===== config.mk =====
export PLATFORM = sky130hd
export DESIGN_NAME = rvlab_clken_mgr_flat
export DESIGN_NICKNAME = d
export VERILOG_FILES = /design/src/rtl/rvlab_clken_mgr_if.sv /design/src/rtl/rvlab_clken_mgr.sv /design/src/flat_wrapper.sv
export SDC_FILE = /design/constraint.sdc
export NUM_CORES = 1
export LEC_CHECK = 0
export BUFFER_PORTS_ARGS = -buffer_cell sky130_fd_sc_hd__buf_4
export CORE_MARGIN = 2
export CORE_UTILIZATION = 41
export DETAILED_ROUTE_END_ITERATION = 16
export PLACE_DENSITY = 0.66
export SLEW_MARGIN = 15
export SYNTH_ARGS = -nofsm -noshare
export SYNTH_HDL_FRONTEND = slang
export SYNTH_SLANG_ARGS = --single-unit

===== constraint.sdc =====
create_clock -name clk_i -period 4.05 [get_ports clk_i]
set_input_delay 0.6075 -clock clk_i [delete_from_list [all_inputs] [get_ports clk_i]]
set_output_delay 0.6075 -clock clk_i [all_outputs]
set_load 0.005 [all_outputs]

===== src/rtl/rvlab_clken_mgr_if.sv =====
// Divider bus of the clock-enable manager: per-channel divide programming, enables,
// and the resulting enable pulses and pending-update flags.
interface rvlab_clken_mgr_if #(
    parameter int NUM_CH = 4,
    parameter int DIV_W  = 8
);
    logic [NUM_CH*DIV_W-1:0] div_i;
    logic                    div_update_i;
    logic [NUM_CH-1:0]       ch_en_i;
    logic [NUM_CH-1:0]       clken_o;
    logic [NUM_CH-1:0]       upd_pending_o;

    modport master (
        output div_i, div_update_i, ch_en_i,
        input  clken_o, upd_pending_o
    );

    modport slave (
        input  div_i, div_update_i, ch_en_i,
        output clken_o, upd_pending_o
    );
endinterface


===== src/rtl/rvlab_clken_mgr.sv =====
// Post-MMCM controller: synchronises LOCKED, sequences a lock-qualified reset with
// hold-off, and produces phase-aligned programmable clock-enable pulse trains.
module rvlab_clken_mgr #(
    parameter int NUM_CH          = 4,
    parameter int DIV_W           = 8,
    parameter int SYNC_STAGES     = 2,
    parameter int RST_HOLD_CYCLES = 16
) (
    input  logic                 clk_i,
    input  logic                 rst_i,
    input  logic                 locked_i,
    input  logic                 lock_lost_clr_i,
    rvlab_clken_mgr_if.slave     bus,
    output logic                 rst_o,
    output logic                 ready_o,
    output logic                 lock_lost_o
);

    localparam int HOLD_W = (RST_HOLD_CYCLES > 1) ? $clog2(RST_HOLD_CYCLES) : 1;
    localparam logic [HOLD_W-1:0] HOLD_LAST = HOLD_W'(RST_HOLD_CYCLES - 1);

    typedef enum logic [1:0] {
        ST_WAIT_LOCK = 2'd0,
        ST_HOLD      = 2'd1,
        ST_RUN       = 2'd2
    } state_t;

    state_t                  r_state;
    state_t                  w_state_nxt;
    logic [HOLD_W-1:0]       r_hold_cnt;
    logic [HOLD_W-1:0]       w_hold_cnt_nxt;
    logic                    w_set_lost;
    logic [SYNC_STAGES-1:0]  r_sync;
    logic                    w_locked_s;
    logic                    r_lock_lost;
    logic                    w_run;

    logic [DIV_W-1:0]        r_shadow [NUM_CH];
    logic [DIV_W-1:0]        r_dact   [NUM_CH];
    logic [DIV_W-1:0]        r_cnt    [NUM_CH];
    logic [NUM_CH-1:0]       r_pending;

    logic [DIV_W-1:0]        w_shadow_nxt [NUM_CH];
    logic [DIV_W-1:0]        w_dsel       [NUM_CH];
    logic [DIV_W-1:0]        w_reload     [NUM_CH];
    logic [NUM_CH-1:0]       w_run_ch;
    logic [NUM_CH-1:0]       w_clken;

    assign w_locked_s = r_sync[SYNC_STAGES-1];
    assign w_run      = (r_state == ST_RUN);
    assign rst_o      = (r_state != ST_RUN);
    assign ready_o    = w_run;
    assign lock_lost_o = r_lock_lost;

    assign bus.clken_o       = w_clken;
    assign bus.upd_pending_o = r_pending;

    always_comb begin
        w_state_nxt    = r_state;
        w_hold_cnt_nxt = r_hold_cnt;
        w_set_lost     = 1'b0;
        case (r_state)
            ST_WAIT_LOCK: begin
                if (w_locked_s) begin
                    w_state_nxt    = ST_HOLD;
                    w_hold_cnt_nxt = '0;
                end
            end
            ST_HOLD: begin
                if (!w_locked_s) begin
                    w_state_nxt = ST_WAIT_LOCK;
                end else if (r_hold_cnt == HOLD_LAST) begin
                    w_state_nxt = ST_RUN;
                end else begin
                    w_hold_cnt_nxt = r_hold_cnt + HOLD_W'(1);
                end
            end
            ST_RUN: begin
                if (!w_locked_s) begin
                    w_state_nxt = ST_WAIT_LOCK;
                    w_set_lost  = 1'b1;
                end
            end
            default: w_state_nxt = ST_WAIT_LOCK;
        endcase
    end

    // A pending or same-cycle strobe selects the shadow; a divide of 0 reloads like 1.
    always_comb begin
        w_shadow_nxt = '{default: '0};
        w_dsel       = '{default: '0};
        w_reload     = '{default: '0};
        w_run_ch     = '0;
        w_clken      = '0;
        for (int i = 0; i < NUM_CH; i++) begin
            w_shadow_nxt[i] = bus.div_update_i ? bus.div_i[i*DIV_W +: DIV_W] : r_shadow[i];
            w_dsel[i]       = (r_pending[i] || bus.div_update_i) ? w_shadow_nxt[i] : r_dact[i];
            w_reload[i]     = (w_dsel[i] == '0) ? '0 : w_dsel[i] - DIV_W'(1);
            w_run_ch[i]     = w_run && bus.ch_en_i[i];
            w_clken[i]      = w_run_ch[i] && (r_cnt[i] == '0);
        end
    end

    always_ff @(posedge clk_i) begin
        if (rst_i) begin
            r_state     <= ST_WAIT_LOCK;
            r_hold_cnt  <= '0;
            r_sync      <= '0;
            r_lock_lost <= 1'b0;
            r_pending   <= '0;
            for (int i = 0; i < NUM_CH; i++) begin
                r_shadow[i] <= DIV_W'(1);
                r_dact[i]   <= DIV_W'(1);
                r_cnt[i]    <= '0;
            end
        end else begin
            r_state    <= w_state_nxt;
            r_hold_cnt <= w_hold_cnt_nxt;
            r_sync     <= {r_sync[SYNC_STAGES-2:0], locked_i};
            if (w_set_lost) begin
                r_lock_lost <= 1'b1;
            end else if (lock_lost_clr_i) begin
                r_lock_lost <= 1'b0;
            end
            for (int i = 0; i < NUM_CH; i++) begin
                r_shadow[i] <= w_shadow_nxt[i];
                if (!w_run_ch[i]) begin
                    r_cnt[i]     <= '0;
                    r_dact[i]    <= w_shadow_nxt[i];
                    r_pending[i] <= 1'b0;
                end else if (r_cnt[i] == '0) begin
                    r_cnt[i]     <= w_reload[i];
                    r_dact[i]    <= w_dsel[i];
                    r_pending[i] <= 1'b0;
                end else begin
                    r_cnt[i] <= r_cnt[i] - DIV_W'(1);
                    if (bus.div_update_i) begin
                        r_pending[i] <= 1'b1;
                    end
                end
            end
        end
    end

endmodule


===== src/flat_wrapper.sv =====
// flat-port wrapper written by rule: the top's interface ports become plain ports
module rvlab_clken_mgr_flat 
#(
    parameter int NUM_CH          = 4,
    parameter int DIV_W           = 8,
    parameter int SYNC_STAGES     = 2,
    parameter int RST_HOLD_CYCLES = 16
)
  (clk_i, rst_i, locked_i, lock_lost_clr_i, rst_o, ready_o, lock_lost_o, bus_div_i, bus_div_update_i, bus_ch_en_i, bus_clken_o, bus_upd_pending_o);
  rvlab_clken_mgr_if #(.NUM_CH(NUM_CH), .DIV_W(DIV_W)) bus_i ();
  input  logic clk_i;
  input  logic rst_i;
  input  logic locked_i;
  input  logic lock_lost_clr_i;
  output logic rst_o;
  output logic ready_o;
  output logic lock_lost_o;
  input wire logic [$bits(bus_i.div_i)-1:0] bus_div_i;
  input wire logic [$bits(bus_i.div_update_i)-1:0] bus_div_update_i;
  input wire logic [$bits(bus_i.ch_en_i)-1:0] bus_ch_en_i;
  output wire logic [$bits(bus_i.clken_o)-1:0] bus_clken_o;
  output wire logic [$bits(bus_i.upd_pending_o)-1:0] bus_upd_pending_o;
  assign bus_i.div_i = bus_div_i;
  assign bus_i.div_update_i = bus_div_update_i;
  assign bus_i.ch_en_i = bus_ch_en_i;
  assign bus_clken_o = bus_i.clken_o;
  assign bus_upd_pending_o = bus_i.upd_pending_o;
  rvlab_clken_mgr #(.NUM_CH(NUM_CH), .DIV_W(DIV_W), .SYNC_STAGES(SYNC_STAGES), .RST_HOLD_CYCLES(RST_HOLD_CYCLES)) u_core (.clk_i(clk_i), .rst_i(rst_i), .locked_i(locked_i), .lock_lost_clr_i(lock_lost_clr_i), .bus(bus_i), .rst_o(rst_o), .ready_o(ready_o), .lock_lost_o(lock_lost_o));
endmodule

==> results of run 1 <==
[synth_stat cells, drive strengths merged (10+ instances only)]
master  number  area (um2)
clkbuf      12        46.3
xor2        10        87.6
buf         15        83.8
inv         30         113
o21a        10        75.1
mux2i       56         561
nor3        17        90.1
nor2        87         344
edfxtp      64        1920
a21oi       34         170
xnor2       20         175
dfxtp       45         901
nand2       52         195
a31oi       10        62.6
o22ai       30         188
nor2b       21         131
nand3       17        90.1
o21ai       31         155
ha          14         175
[path summary, 6_finish.rpt]
path / slack (ps) / depth (start not counted) / endpoint
hold / removal: 460 / 1 / u_core.r_sync[1]
hold reg to reg: 460 / 1 / u_core.r_sync[1]
setup / recovery: 990 / 4 / bus_clken_o[0]
setup reg to reg: 1350 / 7 / u_core.r_cnt[0][29]
[stage by stage]
stage	worst slack [ps]	utilization	std cells	cell area (um2)
CTS	1030	0.486	911	7120
finish	992	0.486	911	7120
global route	813	0.486	911	7120
floorplan	1780	-	681	6290
detailed placement	980	0.466	895	6820
global placement	1090	0.466	895	6820
[metal layers]
metal,vias up,track usage,share of wire
li1,2459,-,-
met1,2296,0.229,0.46
met2,101,0.313,0.49
met3,12,0.0472,0.042
met4,0,0.0414,0.0099
met5,-,0,0
[cell type report]
type                    instances  area [um2]
multi-input cells             515        3230
flip-flops and latches        109        2820
fillers                      1365        7530
repair buffers                 57         428
well taps                     184         230
clock buffers                  12         246
clock inverters                 4        46.3
inverters                      30         113
[critical path, stage by stage (launching register included)]
cell and delay (ps):
dfxtp_1 340, nor2b_1 540, nand2_1 370, nor3_2 600, buf_4 230
[state kept, by name (all words and copies together), names as in the netlist]
register	flops
u_core.r_hold_cnt	4
u_core.bus.upd_pending_o	4
u_core.r_dact	32
u_core.r_cnt	32
u_core.r_sync	2
u_core.lock_lost_o	1
u_core.r_state	2
u_core.r_shadow	32
[logic make-up after synthesis]
family,synth area share
fa+ha+maj,0.0284
flops,0.457
other cells,0.000607
compound gates,0.145
simple gates,0.182
mux,0.105
xor+xnor,0.0425
buf+inv,0.0393
[report_power, final]
part / internal (mW) / switching (mW) / leakage [nW]
combinational: 0.132 / 0.177 / 1.53
clock: 0.496 / 0.394 / 0.147
sequential: 1.22 / 0.0256 / 1.07
total: 1.85 / 0.597 / 2.75
[layout by cell type, fill, tap and decap left out, types with 3 or more instances in the layout]
cell type	n
xnor2_1	20
clkbuf_16	9
edfxtp_1	64
nand2b_1	7
nor2b_1	21
and2_1	4
a21oi_1	34
o211ai_1	4
o22ai_1	30
nand3_1	16
nor2_1	84
mux2_2	8
a21o_1	3
nand4_1	5
a31oi_1	10
a22oi_1	8
inv_1	29
a41oi_1	4
nor3_1	16
xor2_1	10
o21ai_0	30
mux2i_1	56
nand2_1	52
buf_4	57
ha_1	14
conb_1	32
nor3b_1	3
o21a_1	10
dfxtp_1	45
==> impl_metrics.json, run 1 <==
{
  "status": "finished clean",
  "fin_setup_tns_ps": 0,
  "period_needed_ps": 3060,
  "start_util": 0.422,
  "r2r-start": "u_core.r_state[1]",
  "drtIter0Drc": 340,
  "cts_buffer_depth": 2,
  "gr-total-overflow": 0,
  "synth.distinct_cells": 59,
  "wire_per_inst_um": 15.3,
  "synth_ff_type": "edfxtp_1",
  "drive_gt1_frac": 0.129,
  "cts_buffers": 9,
  "finalCritPeriodShare": 0.755,
  "n_antenna_cell": 0,
  "cts_hold_buf": 0,
  "synthToLayoutAreaGrowth_pct": 15.2,
  "grt_pass1_wl_um": 23500,
  "drtAntennaViolNets": 0,
  "viasPerCell": 5.34,
  "hold_class": "reg2reg",
  "drt_wl_total_um": 13900,
  "fp.dieArea_um2": 16100,
  "max_slew.worst_pin.slew_ps": 882,
  "clockRootBuffer": "clkbuf_16",
  "place.gp.congestion": 0.866,
  "holdCritStartpoint": "u_core.r_sync[0]",
  "core-area_um2": 14600,
  "setup_viol_count_final": 0,
  "yosysWarnings": 0,
  "end_kind": "output port",
  "hold_ws_ps": 456,
  "rsz0062_at_grt": "no",
  "std_cell_rows": 44,
  "nets": 777,
  "grt_use_total": 0.181,
  "arrival_ps": 2450,
  "drv_cap": 0,
  "clk_pin_slew_worst_paths_ps": 70,
  "fp.dieH_um": 127,
  "hold_violations": 0,
  "drc": 0,
  "drv_slew": 0,
  "powerDensity_nw_per_um2": 343,
  "synthCells": 650,
  "cts_tree": "done",
  "drt_pass1_iterations": 5,
  "synth-seq-cells": 109,
  "grt_pass1_vias": 4850,
  "grt_max_degree": 78,
  "cts_setup_buffers": 0,
  "avgSynthCellArea_um2": 9.51,
  "slew_headroom": 0.412,
  "vias": 4868,
  "critPathKind": "reg2out",
  "fmax_mhz": 327,
  "synth_area_um2": 6180,
  "cts_resized": 0,
  "cellLeakagePower_nw": 2.75,
  "peakVddDrop_v": 0.000262,
  "worstPathMaxFanout": 9,
  "clock_latency_ps": 360,
  "antenna_found_initial": 0,
  "worstSetupStartpoint": "u_core.r_state[1]",
  "ios": 52,
  "async_flop_share": 0,
  "die_w_um": 127,
  "dp_hpwl_um": 9900,
  "htree_levels": 3,
  "required_ps": 3440,
  "skew_ps": 6.65,
  "synth-seq-area-share": 0.457,
  "start_kind": "flip-flop",
  "synth-edff-count": 64,
  "power.total_mw": 2.44,
  "port_buffers": 51,
  "clock_sinks": 109
}
Note: power is estimated with default switching activity, not from simulation.
==> inputs of run 2 (changes only) <==
- PLACE_DENSITY: 0.66 -> 0.69
- clock period: 4.05 -> 2.5 ns (I/O delays scaled with it)
==> run 2 against run 1 <==
Against the previous run:
- combinational power grew 76%
- register-to-register slack lost 1100 ps
- clock skew increased by 1.8 ps
- via count is 4.6% higher
- first-iteration DRC count fell by 3.8%
- non-clock buffer count is 34 higher
- clock-buffer cell count fell by 2
- critical endpoint is now bus_clken_o[1]
==> impl_metrics.json, run 2 (synthesized netlist as in run 1, its figures left out) <==
{
  "crit_buf_inv": 2,
  "cts_buffers": 9,
  "p_seq_frac": 0.487,
  "gr-total-overflow": 0,
  "cp_common_cell": "nor2_2",
  "post_dp_cell_area_um2": 7100,
  "crit_family": "simple AND/OR/NAND/NOR gates",
  "skew_ps": 8.47,
  "clock_latency_ps": 360,
  "drt_wl_total_um": 14000,
  "critPathKind": "reg2out",
  "fin_ws_ps": 116,
  "die_w_um": 127,
  "pre_cts_slack_ps": 107,
  "fp.dieH_um": 127,
  "rsz0062_at_grt": "no",
  "period_needed_ps": 2380,
  "required_ps": 2120,
  "cts_hold_buf": 0,
  "clock_sinks": 109,
  "core-area_um2": 14600,
  "drtAntennaViolNets": 0,
  "p_sw_mw": 1.06,
  "slew_headroom": 0.559,
  "cellLeakagePower_nw": 2.94,
  "vias": 5091,
  "max_stage_delay_ps": 420,
  "drv_cap": 0,
  "final_common_cell": "buf_4",
  "worstPathMaxFanout": 4,
  "peakVddDrop_v": 0.000356,
  "holdCritStartpoint": "locked_i",
  "drv_slew": 0,
  "start_kind": "flip-flop",
  "viasPerCell": 5.39,
  "fp.dieArea_um2": 16100,
  "r2r-start": "u_core.bus.upd_pending_o[0]",
  "power_frac_clock": 0.382,
  "finalCritPeriodShare": 0.954,
  "wire_per_inst_um": 14.8,
  "grt_pass1_wl_um": 23600,
  "crit_path_cell_trace": "inv_1, ha_1, or3b_4, nor2_2, nand2_1, nor2_2, buf_4",
  "end_kind": "output port",
  "fmax_mhz": 419,
  "port_buffers": 51,
  "post-route-cell-area_um2": 7460,
  "powerDensity_nw_per_um2": 555,
  "cts_tree": "done",
  "switching_share": 0.255,
  "ios": 52,
  "place.gp.congestion": 0.874,
  "start_util": 0.422,
  "n_antenna_cell": 0,
  "hold_class": "in2reg",
  "synthToLayoutAreaGrowth_pct": 20.7,
  "grt_pass1_vias": 4944,
  "slowest_stage": "edfxtp_1",
  "hold_ws_ps": 237,
  "drc": 0,
  "clockRootBuffer": "clkbuf_16",
  "power.total_mw": 4.14,
  "max_slew.worst_pin.slew_ps": 655,
  "nets": 811,
  "p_int_mw": 3.09,
  "final_cell_mix": "buf_4 (89), nor2_1 (82), edfxtp_1 (64), mux2i_1 (56), nand2_1 (52)",
  "drt_pass1_iterations": 5,
  "power_frac_comb": 0.131,
  "status": "finished clean",
  "htree_levels": 3,
  "drive_gt1_frac": 0.176,
  "grt_max_degree": 43,
  "std_cell_rows": 44,
  "hold_violations": 0,
  "reg_top3": "u_core.r_cnt: 32 flops, u_core.r_dact: 32 flops, u_core.r_shadow: 32 flops",
  "drtIter0Drc": 327,
  "dp_hpwl_um": 10400,
  "cts_buffer_depth": 2,
  "worstSetupStartpoint": "u_core.r_cnt[0][8]",
  "arrival_ps": 2010,
  "antenna_found_initial": 0,
  "setup_viol_count_final": 0,
  "fin_setup_tns_ps": 0,
  "grt_use_total": 0.179,
  "clk_pin_slew_worst_paths_ps": 80
}
[run 2: power by group through the flow]
| stage | sequential [mW] | combinational [mW] | clock [mW] |
|---|---|---|---|
| after floorplan | 2.04 | 0.361 | 0 |
| after global placement | 2.05 | 0.519 | 0 |
| after detailed placement | 2.06 | 0.534 | 0 |
| after CTS | 2.02 | 0.538 | 1.61 |
| after global routing | 2.03 | 0.609 | 1.68 |
| final | 2.02 | 0.543 | 1.58 |
[run 2: final timing paths]
path / end / slack [ps] / depth (start not counted)
worst min register to register: u_core.r_sync[1] / 450 / 1
worst max register to register: u_core.r_cnt[0][2] / 250 / 7
worst min-delay path: u_core.r_sync[0] / 240 / 2
worst max-delay path: bus_clken_o[1] / 120 / 7
[run 2: timing repair]
action / in CTS / in global routing
resized for setup: 1 / 5
hold endpoints to repair: 0 / 0
pin swaps: 0 / 2
buffers inserted: 0 / 1
endpoints found under the setup margin: 1 / 14
[run 2: metrics by stage]
| stage | utilization | cells |
|---|---|---|
| after floorplan | - | 681 |
| after global placement | 0.485 | 928 |
| after detailed placement | 0.485 | 928 |
| after CTS | 0.507 | 944 |
| after global routing | 0.509 | 945 |
| final | 0.509 | 945 |
[run 2: routing by layer]
layer  track usage  share of wire
met4        0.0562          0.016
met2         0.300           0.49
met5             0              0
met1         0.236           0.46
met3        0.0312          0.036
[run 2: layout make-up]
class,instances,area (um2)
Multi-Input combinational cell,515,3250
Timing Repair Buffer,91,708
Sequential cell,109,2820
Tap cell,184,230
Clock buffer,10,250
Fill cell,1353,7180
Inverter,30,113
Clock inverter,6,81.3
